--- config.mk ---
export PLATFORM = sky130hd
export DESIGN_NAME = xrv_dmem
export DESIGN_NICKNAME = d
export VERILOG_FILES = /design/src/rtl/xrv_pkg.sv /design/src/rtl/xrv_timer.sv /design/src/rtl/xrv_dmem.sv
export SDC_FILE = /design/constraint.sdc
export NUM_CORES = 1
export LEC_CHECK = 0
export ABC_AREA = 1
export CORE_MARGIN = 2
export CORE_UTILIZATION = 51
export CTS_BUF_LIST = sky130_fd_sc_hd__clkbuf_8
export DETAILED_ROUTE_END_ITERATION = 6
export PLACE_DENSITY = 0.78
export REMOVE_ABC_BUFFERS = 1
export SLEW_MARGIN = 10
export SYNTH_ARGS = -nofsm -noshare
export SYNTH_HDL_FRONTEND = slang
export SYNTH_SLANG_ARGS = --single-unit
--- constraint.sdc ---
create_clock -name clk -period 1.8 [get_ports clk]
set_input_delay 0.36 -clock clk [delete_from_list [all_inputs] [get_ports clk]]
set_output_delay 0.36 -clock clk [all_outputs]
set_load 0.01 [all_outputs]
--- src/rtl/xrv_pkg.sv ---
// Shared definitions for the xrv data-memory slice: FSM states, timer register offsets and a
// byte-enable merge helper.
package xrv_pkg;

    typedef enum logic [1:0] {
        StIdle,
        StSramRd,
        StResp,
        StHold
    } dmem_state_e;

    // Word offsets (d_addr[3:2]) inside the timer window
    localparam logic [1:0] MtimeLoOff    = 2'd0;
    localparam logic [1:0] MtimeHiOff    = 2'd1;
    localparam logic [1:0] MtimecmpLoOff = 2'd2;
    localparam logic [1:0] MtimecmpHiOff = 2'd3;

    function automatic logic [31:0] apply_be(input logic [31:0] old_val,
                                             input logic [31:0] new_val,
                                             input logic [3:0]  be);
        logic [31:0] res;
        res = old_val;
        for (int b = 0; b < 4; b++) begin
            if (be[b]) res[8*b +: 8] = new_val[8*b +: 8];
        end
        return res;
    endfunction

endpackage

--- src/rtl/xrv_timer.sv ---
// Machine timer: free-running 64-bit mtime, mtimecmp, coherent hi-word shadow and registered irq.
module xrv_timer
    import xrv_pkg::*;
(
    input  logic        clk,
    input  logic        rstb,
    input  logic [1:0]  off,
    input  logic        rd_en,
    input  logic        wr_en,
    input  logic [3:0]  be,
    input  logic [31:0] wdata,
    output logic [31:0] rdata,
    output logic        irq
);

    logic [63:0] mtime_q;
    logic [63:0] cmp_q;
    logic [31:0] shadow_q;
    logic        irq_q;

    always_ff @(posedge clk) begin
        if (rstb) begin
            mtime_q  <= '0;
            cmp_q    <= '1;
            shadow_q <= '0;
            irq_q    <= 1'b0;
        end else begin
            mtime_q <= mtime_q + 64'd1;
            irq_q   <= (mtime_q >= cmp_q);
            // Latching the hi word on a lo read makes a lo-then-hi sequence coherent
            if (rd_en && off == MtimeLoOff) shadow_q <= mtime_q[63:32];
            if (wr_en && off == MtimecmpLoOff) cmp_q[31:0]  <= apply_be(cmp_q[31:0], wdata, be);
            if (wr_en && off == MtimecmpHiOff) cmp_q[63:32] <= apply_be(cmp_q[63:32], wdata, be);
        end
    end

    always_comb begin
        rdata = '0;
        unique case (off)
            MtimeLoOff:    rdata = mtime_q[31:0];
            MtimeHiOff:    rdata = shadow_q;
            MtimecmpLoOff: rdata = cmp_q[31:0];
            MtimecmpHiOff: rdata = cmp_q[63:32];
            default:       rdata = '0;
        endcase
    end

    assign irq = irq_q;

endmodule

--- src/rtl/xrv_dmem.sv ---
// Data-side memory controller: decodes core accesses to SRAM, the timer window or nowhere, and
// sequences them through a four-state handshake FSM.
module xrv_dmem
    import xrv_pkg::*;
#(
    parameter int unsigned DMEM_AW   = 12,
    parameter logic [31:0] MMIO_BASE = 32'h8000_0000
) (
    input  logic               clk,
    input  logic               rstb,
    input  logic [31:0]        d_addr,
    input  logic               d_wr_req,
    input  logic               d_rd_req,
    input  logic [3:0]         d_be,
    input  logic [31:0]        d_wr_data,
    output logic               d_wr_ready,
    output logic               d_rd_ready,
    output logic [31:0]        d_rd_data,
    output logic               m_cs,
    output logic               m_we,
    output logic [DMEM_AW-1:0] m_addr,
    output logic [3:0]         m_be,
    output logic [31:0]        m_wdata,
    input  logic [31:0]        m_rdata,
    output logic               timer_irq,
    output logic               err
);

    dmem_state_e state_q, state_d;
    logic        is_wr_q, is_wr_d;
    logic [31:0] rd_data_q, rd_data_d;
    logic        err_q, err_d;

    logic        is_sram, is_mmio;
    logic        t_rd, t_wr;
    logic [31:0] t_rdata;
    logic        unused_addr;

    assign is_sram     = (d_addr[31:DMEM_AW+2] == '0);
    assign is_mmio     = (d_addr[31:4] == MMIO_BASE[31:4]);
    assign unused_addr = ^d_addr[1:0];

    xrv_timer u_timer (
        .clk   (clk),
        .rstb  (rstb),
        .off   (d_addr[3:2]),
        .rd_en (t_rd),
        .wr_en (t_wr),
        .be    (d_be),
        .wdata (d_wr_data),
        .rdata (t_rdata),
        .irq   (timer_irq)
    );

    always_ff @(posedge clk) begin
        if (rstb) begin
            state_q   <= StIdle;
            is_wr_q   <= 1'b0;
            rd_data_q <= '0;
            err_q     <= 1'b0;
        end else begin
            state_q   <= state_d;
            is_wr_q   <= is_wr_d;
            rd_data_q <= rd_data_d;
            err_q     <= err_d;
        end
    end

    always_comb begin
        state_d   = state_q;
        is_wr_d   = is_wr_q;
        rd_data_d = rd_data_q;
        err_d     = err_q;
        m_cs      = 1'b0;
        m_we      = 1'b0;
        m_addr    = '0;
        m_be      = '0;
        m_wdata   = '0;
        t_rd      = 1'b0;
        t_wr      = 1'b0;

        unique case (state_q)
            StIdle: begin
                // Accepting during reset would leak an SRAM strobe or timer side effect
                if (!rstb && d_wr_req) begin
                    is_wr_d = 1'b1;
                    state_d = StResp;
                    if (d_rd_req) err_d = 1'b1;
                    if (is_sram) begin
                        m_cs    = 1'b1;
                        m_we    = 1'b1;
                        m_addr  = d_addr[DMEM_AW+1:2];
                        m_be    = d_be;
                        m_wdata = d_wr_data;
                    end else if (is_mmio) begin
                        t_wr = 1'b1;
                    end else begin
                        err_d = 1'b1;
                    end
                end else if (!rstb && d_rd_req) begin
                    is_wr_d = 1'b0;
                    if (is_sram) begin
                        m_cs    = 1'b1;
                        m_addr  = d_addr[DMEM_AW+1:2];
                        state_d = StSramRd;
                    end else begin
                        state_d = StResp;
                        if (is_mmio) begin
                            t_rd      = 1'b1;
                            rd_data_d = t_rdata;
                        end else begin
                            rd_data_d = '0;
                            err_d     = 1'b1;
                        end
                    end
                end
            end
            StSramRd: begin
                rd_data_d = m_rdata;
                state_d   = StResp;
            end
            StResp: begin
                state_d = StHold;
            end
            StHold: begin
                if (!d_wr_req && !d_rd_req) state_d = StIdle;
            end
            default: state_d = StIdle;
        endcase
    end

    assign d_wr_ready = (state_q == StResp) && is_wr_q;
    assign d_rd_ready = (state_q == StResp) && !is_wr_q;
    assign d_rd_data  = rd_data_q;
    assign err        = err_q;

endmodule

==> metrics <==
die width=about 160 µm; area leader, netlist=dfxtp_1; Pwr Total=11.1 mW; required time worst endpoint=approximately 1.4 ns; post-DP HPWL=roughly 33000 µm; GRT Total Usage=0.363; via count=~14000; Clock power frac=0.269; FF-to-FF End=u_timer.irq; Layout Skew=0.0171 ns; PortBufs=about 190; RePlAce Congestion=0.979; fin crit share=1.26; storage element area=approximately 4000 µm²; FP Rows=between 50 and 60; nets@finish=roughly 2400; Sw Ratio=0.336; share of the synthesized area in the top cell type=0.328; R2R Setup Slk=-0.10 ns; register bit total from synthesis=197; Hold Path Cell Cnt=2; DR WL/cell=between 15 and 20 µm; number of synthesized flops with an enable pin=0; crit path kind=flip-flop to output port; Area Growth Syn to Fin=47.9%; final wirelength=around 47000 µm; failing checks=negative setup slack; Worst Path Max Fanout=6; first-pass iteration count of the detailed router=5; final antenna-violating net count=0; CTS Root Cell=clkbuf_8; number of global-route vias before repair=13500; YS warnings=0; die area=between 20000 and 25000 µm²; Int Pwr=7.37 mW; maximum root-to-sink buffer count=2; gr ovfl total=0; initial DRC count=about 1400; first-pass GRT wire length=69800 µm; TritonCTS clock tree=yes; Crit. End Element=output port; Min-Delay Path Class=flip-flop to flip-flop; Chip Height=158 µm; Clock Sinks=197; Final WS setup=-0.464 ns; Reg2Reg Depth=9; Layout fillers=1721; ranking of synthesized cells by area=dfxtp_1, nand2_1, nor2_1; largest net degree at the start of global routing=120; Cells after DPL=2517; Final Hold Viols=0; Leakage=slightly below 9 nW; Synth Cell Area=roughly 12000 µm²; FF-to-FF Start=u_timer.mtime_q[62]; Num CTS Buffers=17; Avg Cell Area, Syn=6.55 µm²; most frequent cell after synthesis=nand2_1; Flop pwr share=0.433; Worst Setup Start Kind=flip-flop; H-tree depth=4; Initial Util=0.516; Max Cap Viol=0; Worst-path clk slew=approximately 0.11 ns; ys async rst share=0; IO Pins=between 150 and 200; ant diodes=0; Core Box Area=about 23000 µm²; Final Max Tran Viols=0; status=finished with violations; post-synthesis sequential area ratio=0.328; # DRC=0; Crit. Startpoint=state_q[1]; layout cells sized above 1=0.287; Vias/cell=~5.6; Worst-Skew Late Latency=between 0.4 and 0.5 ns; Critical Path AT=roughly 1.9 ns; Max Clock Freq=442 MHz; ys flop type=dfxtp_1; WHS Endpoint=u_timer.cmp_q[12]; Worst Min Path Start=u_timer.cmp_q[12]; placed instance area=~16000 µm²; final setup vio count=67; Comb pwr share=0.298; post-synthesis cell count=approximately 1800; Psw=around 3.7 mW; Slew HR=0.574; Slew @ Worst Pin=~0.64 ns; peak supply drop=approximately 0.44 mV; multi-input logic area=roughly 7600 µm²; antenna violations before repair=0; final std cells w/o fill=approximately 2600; Power per Cell Area=approximately 620 nW/µm²; RSZ-0062 raised after global routing=yes; worst slack, placed=-1.05 ns; Commonest cells post-synth=nand2_1, nor2_1, inv_1; Finished Cell Area=~18000 µm²; Period minus WS final=2.26 ns; library cells used by synthesis=44
-- power groups by stage --
stage	combinational (mW)	sequential, mW	clock (mW)
6_report	3.31	4.80	2.98
5_1_grt	3.64	4.84	3.15
4_1_cts	3.09	4.81	2.98
3_5_place_dp	3.01	4.90	0
3_3_place_gp	2.93	4.89	0
2_1_floorplan	1.33	5.02	0
-- how the worst max path moves through the flow --
stage | end | slack [ns] | depth (start not counted)
final | m_addr[5] | -0.46 | 8
after global routing | m_addr[5] | -0.53 | 8
after CTS | m_wdata[30] | -0.40 | 9
after detailed placement | m_addr[7] | -1.05 | 9
after global placement | m_addr[3] | -0.93 | 9
after floorplan | u_timer.shadow_q[17] | -1.86 | 6
-- state kept, by name, indices dropped and copies added (netlist names) --
name and count:
d_rd_data 32, err 1, is_wr_q 1, state_q 2
u_timer.cmp_q 64, u_timer.irq 1, u_timer.mtime_q 64, u_timer.shadow_q 32
-- worst max-delay path, stage by stage (launching register included) --
cell	delay (ns)
dfxtp_2	0.34
inv_2	0.07
ha_4	0.16
nand4_1	0.17
nor2_2	0.18
buf_6	0.17
clkinv_8	0.09
nor2_2	0.10
buf_2	0.13
-- final cells by class --
type / count / area share
clock buffer: 18 / 0.0139
clock inverter: 14 / 0.00788
inverter: 249 / 0.0536
multi-input combinational: 1308 / 0.425
sequential: 197 / 0.227
tap: 319 / 0.0224
timing repair buffer: 489 / 0.250
timing repair inverter: 1 / 0.000914
-- layout by cell type, fill, tap and decap left out, types with 5 or more instances in the layout --
cell,instances
nor3_4,5
clkdlybuf4s50_1,102
ha_1,60
nor2_2,41
or2_0,5
buf_4,256
nand3_4,9
dfxtp_4,9
ha_4,9
xnor2_1,8
nand2_2,27
clkdlybuf4s15_1,6
nand3_2,12
nand4_1,95
inv_8,5
nand3_1,93
nor2_1,214
buf_2,45
dlymetal6s2s_1,13
inv_1,220
buf_6,27
clkbuf_8,18
nor3b_2,5
dfxtp_2,45
nor3_2,13
o21ai_0,23
xor2_1,9
clkbuf_16,5
dfxtp_1,143
buf_12,23
nor2_4,32
nand2_1,371
a21oi_1,123
o21ai_1,40
o221ai_1,26
inv_2,25
nor3_1,47
-- stage by stage --
stage                     setup TNS (ns)  hold WS (ns)   util
after floorplan                  -159.90         0.427      -
after global placement           -103.87         0.438  0.689
after detailed placement         -110.82         0.442  0.689
after CTS                         -15.69         0.462  0.718
after global routing              -24.21         0.487  0.763
final                             -18.33         0.459  0.763
-- cell families after synthesis --
logic type | share of synthesized area
simple gates | 0.371
buf+inv | 0.109
flops | 0.328
fa+ha+maj | 0.0717
compound gates | 0.108
xor+xnor | 0.0124
-- metal layers --
layer	vias up	global-route usage	routed length (µm)
met5	-	0	0
met4	0	0.142	1830
met3	127	0.103	4960
met2	702	0.572	21400
met1	6760	0.470	19200
li1	6879	-	-
-- what timing repair did --
action | CTS | global route
pin swaps | 30 | 70
gates resized for setup | 346 | 246
cloned | 7 | 5
hold buffers | 0 | 0
setup buffers | 17 | 26
setup endpoints to repair | 147 | 175
endpoints found under the hold margin | 0 | 0
Note: power is estimated with default switching activity, not from simulation.
